**src/rtl/pc_fetch_gen.sv**
```systemverilog
// Fetch PC generator: sequential word fetch requests with redirect,
// flush, halt and a saturating redirect counter.
module pc_fetch_gen #(
  parameter int                  PC_WIDTH  = 32,
  parameter logic [PC_WIDTH-1:0] RESET_PC  = '0,
  parameter int                  CNT_WIDTH = 16
) (
  input  logic                 clk,
  input  logic                 rst_n,
  input  logic                 redirect_valid,
  input  logic [PC_WIDTH-1:0]  redirect_pc,
  input  logic                 halt,
  output logic                 if_req_valid,
  output logic [PC_WIDTH-1:0]  if_req_pc,
  input  logic                 if_req_ready,
  output logic                 flush_out,
  output logic                 misalign_err,
  output logic [CNT_WIDTH-1:0] redirect_cnt
);

  typedef enum logic [1:0] {
    BOOT,
    RUN,
    REDIR,
    HALTED
  } state_t;

  state_t              state;
  state_t              state_nxt;
  logic [PC_WIDTH-1:0] pc;
  logic [PC_WIDTH-1:0] pc_nxt;

  assign if_req_pc = pc;

  // A redirect overrides everything, including a same-cycle handshake.
  always_comb begin
    state_nxt = state;
    pc_nxt    = pc;
    if (redirect_valid) begin
      pc_nxt    = {redirect_pc[PC_WIDTH-1:2], 2'b00};
      state_nxt = REDIR;
    end else begin
      unique case (state)
        BOOT: state_nxt = halt ? HALTED : RUN;
        RUN: begin
          if (if_req_ready) begin
            pc_nxt    = pc + PC_WIDTH'(4);
            state_nxt = halt ? HALTED : RUN;
          end
        end
        REDIR:  state_nxt = halt ? HALTED : RUN;
        HALTED: state_nxt = halt ? HALTED : RUN;
      endcase
    end
  end

  always_ff @(posedge clk) begin
    if (!rst_n) begin
      state        <= BOOT;
      pc           <= RESET_PC;
      if_req_valid <= 1'b0;
      flush_out    <= 1'b0;
      misalign_err <= 1'b0;
      redirect_cnt <= '0;
    end else begin
      state        <= state_nxt;
      pc           <= pc_nxt;
      if_req_valid <= (state_nxt == RUN);
      flush_out    <= (state_nxt == REDIR);
      misalign_err <= redirect_valid && (|redirect_pc[1:0]);
      if (redirect_valid && !(&redirect_cnt))
        redirect_cnt <= redirect_cnt + 1'b1;
    end
  end

endmodule

```
**config.mk**
```make
export PLATFORM = sky130hd
export DESIGN_NAME = pc_fetch_gen
export DESIGN_NICKNAME = d
export VERILOG_FILES = /design/src/rtl/pc_fetch_gen.sv
export SDC_FILE = /design/constraint.sdc
export NUM_CORES = 1
export LEC_CHECK = 0
export CAP_MARGIN = 0
export CORE_MARGIN = 2
export CORE_UTILIZATION = 45
export DETAILED_ROUTE_END_ITERATION = 6
export GPL_TIMING_DRIVEN = 0
export PLACE_DENSITY_LB_ADDON = 0.05
export SYNTH_ARGS = -nofsm -noshare
export SYNTH_HDL_FRONTEND = slang
export SYNTH_SLANG_ARGS = --single-unit
```
**constraint.sdc**
```tcl
create_clock -name clk -period 3.7 [get_ports clk]
set_clock_uncertainty 0.2 [all_clocks]
set_input_delay 0.74 -clock clk [delete_from_list [all_inputs] [get_ports clk]]
set_output_delay 0.74 -clock clk [all_outputs]
set_load 0.02 [all_outputs]
```
* After elaboration in Yosys (flattened, before gate mapping)
Index checks and enable logic that the tools add are counted.
** Word-level totals
- Input bits :: 37
- Logic and storage cells :: 34
- Flip-flop bits (word level) :: 53
- Output and inout port bits :: 51
** Operators by class
- Equal/unequal tests :: 5
- Reductions and logical operators :: 12
- Add/sub/neg operators :: 2
- Bitwise logic cells :: 1
- Multiplexer cells :: 7
** Operator list (number)
- 2-to-1 mux 32 bit :: 3
- adder 32 x 3 -> 32 bit (second input constant) :: 1
- adder 16 x 1 -> 16 bit (second input constant) :: 1
- AND reduction 16 bit :: 1
- == test 2 bit (second input constant) :: 3
- 2-to-1 mux 2 bit :: 3
- == test 2 x 1 -> 1 bit (second input constant) :: 2
- case mux 2 bit (2 select lines) :: 1
- AND reduction 2 bit :: 2
- nonzero test 2 bit :: 2
- OR reduction 2 bit :: 2
- OR reduction 3 bit :: 1
- logical AND 1 bit :: 2
- logical NOT 2 bit :: 1
- logical NOT 1 bit :: 1
- NOT 1 bit :: 1

* Longest topological paths before layout
- Depth in word-level cells :: 5
- Mapped depth :: 6
- Depth with buffers taken out :: 5

* Worst setup path before layout
No wires, ideal clock.
- Path type :: in2reg
- Start :: input port if_req_ready
- End :: register pc[21] (netlist: if_req_pc[21])
- Setup slack :: 1.276 ns
- Stages :: 5
- Arrival time :: 2.150 ns
- Buffers on the path :: 1
- Cells stage by stage :: nand3b_4 -> or4_4 -> buf_6 -> or4_1 -> a31oi_1
** Between the ends
- Word-level cells in the longest chain between the ends :: 2
** Ends and longest elaborated chain
- start, declared :: line 15 : input logic if_req_ready,
- nonzero test 2 bit (no source line)
- AND reduction 2 bit (no source line)
- end signal, assigned :: line 67 : pc <= pc_nxt;
- end, declared :: line 30 : logic [PC_WIDTH-1:0] pc;
Every way passes these cells.
A chain may end at the register's enable or synchronous reset.

* Final worst setup path
Ends and elaborated chain as after synthesis.

==> flow_metrics.tcl <==
set metrics [dict create \
    synthTopCellsByCount "51 x dfxtp_1, 31 x nand2_1, 29 x o21ai_0" \
    ios 88 \
    worstPathArrival_ps 2840 \
    cts_root_buffer "clkbuf_8" \
    ys_top_cells_by_area "dfxtp_1 37%, o21ai_0 5.3%, nand2_1 4.2%" \
    yosys.area.top_type_share_pct 37.2 \
    gp_congestion 0.873 \
    ant_nets 0 \
    detail_route.first_pass.iterations 5 \
    cp-start-kind "input pin" \
    clk_latency_ps 310 \
    avgSynthCellArea_um2 8.15 \
    grt_max_degree 15 \
    yosysMostFrequentCell "dfxtp_1" \
    postCtsHoldBufs 0 \
    grt_pass1_vias 2622 \
    first_iter_violations 160 \
    final_util_pct 63.9 \
    rsz0062_at_grt "no" \
    min_to "redirect_cnt[1]" \
    ys_warn_count 0 \
    ys_seq_area_share_pct 37.2 \
    h-tree-depth 2 \
    drive_above_1_share_pct 3.49 \
    drcViolationCount 0 \
    r2r_cells 6 \
    die_y_um 82.1 \
    post-route-period-util_pct 77.7 \
    cts.repair.resized 0 \
    r2r_end "if_req_pc[24]" \
    setup_viol 0 \
    cts_setup_buffers 0 \
    routed_via_density 5.79 \
    crit_fanout 10 \
    clkSinkCount 51 \
    worst_slack_ps 825 \
    place_inst 497 \
    hold_path.class "reg2reg" \
    async_flop_share_pct 0 \
    min_from "redirect_cnt[1]" \
    crit_type "in2reg" \
    die_w_um 82.1 \
    regToRegSetupSlack_ps 1220 \
    core_um2 5920 \
    ir_drop_uv 193 \
    status "finished clean" \
    grt_pass1_wl_um 12700 \
    start_util_pct 46.4 \
    io_buffers 84 \
    detail_route.wl_per_cell_um 15.9 \
    end_kind "flip-flop" \
    ys_ff_latch 51 \
    maxSlewHeadroom_pct 17.5 \
    num_rows 28 \
    antenna_found_initial 0 \
    final_nets 468 \
    synth-edff-count 0 \
    fmax_mhz 348 \
    synth_area_um2 2750 \
    dieArea_um2 6740 \
    clkTransAtPathRegs_ps 90 \
    instances_no_fill 505 \
    slew_violations 0 \
    dp_hpwl_um 5930 \
    drv_cap 0 \
    cts_tree "built" \
    cts-buffers-inserted 5 \
    track_usage_pct 24.5 \
    pre_cts_ws_ps 511 \
    hold_viol 0 \
    powerDensity_nw_per_um2 314 \
    overflow 0 \
    antenna_cells 0 \
    dpl_cell_area_um2 3680 \
    worstPathRequired_ps 3670 \
    synthCells 337 \
    fin_tns_setup_ps 0 \
    worstMarginPinSlew_ps 1230 \
    yosysTopAreaCell "dfxtp_1" \
    fin_crit_ps 2880 \
    hold_path_depth 2 \
    ys_types 53 \
    crit-reg2reg-launch "if_req_pc[2]" \
    area_growth_pct 37.8 \
    p_leak_nw 1.26 \
    synthFlopType "dfxtp_1" \
    drt_wl_total_um 8020 \
    fin_area_um2 3780 \
    clockBufferDepth 2 \
    via_count 2925 \
]
[layout by cell type, fill, tap and decap left out, types with 8 or more instances in the layout]
cell type	n
clkdlybuf4s50_1	84
dfxtp_1	51
nand2_1	31
o21ai_0	29
clkbuf_1	17
nand4_1	16
nand3_1	15
nor2_1	15
a31oi_1	14
a21oi_1	14
or3_1	11
nor4_1	11
inv_1	10
xnor2_1	8
or4_1	8
[cell families (layout without fill, tap and decap cells)]
| logic type | after synthesis | in the layout | share of synthesized area (%) |
|---|---|---|---|
| compound gates | 93 | 93 | 21.4 |
| other cells | 1 | 2 | 0.137 |
| fa+ha+maj | 2 | 2 | 0.911 |
| xor+xnor | 10 | 10 | 3.19 |
| simple gates | 143 | 143 | 29.9 |
| flops | 51 | 51 | 37.2 |
| mux | 7 | 7 | 2.60 |
| buf+inv | 30 | 122 | 4.65 |
[state kept, by name (all words and copies together), names as in the netlist]
name / cells
flush_out: 1
redirect_cnt: 16
if_req_pc: 30
if_req_valid: 1
state: 2
misalign_err: 1
[worst max path at each step]
stage                       from       endpoint  slack (ps)
detailed placement  if_req_ready  if_req_pc[17]         510
CTS                 if_req_ready  if_req_pc[24]         840
global route        if_req_ready  if_req_pc[27]         680
global placement    if_req_ready  if_req_pc[23]         520
floorplan           if_req_ready  if_req_pc[21]        1280
finish              if_req_ready  if_req_pc[21]         820
[layout make-up]
class / count / area, um^2
clock buffer: 8 / 100
timing repair buffer: 84 / 841
sequential: 51 / 1020
buffer: 19 / 86.3
inverter: 11 / 41.3
multi-input combinational: 257 / 1600
tap: 75 / 93.8
fill: 545 / 2140
[layer usage]
metal | GRT usage (%) | up-vias | part of all wire, %
met5 | 0 | - | 0
met3 | 3.91 | 10 | 6.9
met2 | 40.7 | 115 | 47
li1 | - | 1459 | -
met4 | 7.00 | 0 | 1.4
met1 | 32.8 | 1341 | 44
[through the flow]
stage          hold WS [ps]  total power [mW]
2_1_floorplan           357             0.724
3_3_place_gp            290             0.841
6_report                325              1.19
3_5_place_dp            302             0.844
4_1_cts                 322              1.20
5_1_grt                 357              1.24
[critical path, stage by stage]
cell	delay, ps
clkdlybuf4s50_1	580
nand3b_4	140
or4_4	560
buf_6	160
clkbuf_1	250
o31ai_1	290
a31oi_1	110
[power breakdown]
part / switching, mW / total (mW) / leakage, nW / internal, mW
logic: 0.107 / 0.219 / 0.786 / 0.112
registers: 0.0370 / 0.614 / 0.420 / 0.577
clock network: 0.186 / 0.357 / 0.0515 / 0.171
total: 0.330 / 1.19 / 1.26 / 0.860
(Power assumes the default switching activity.)
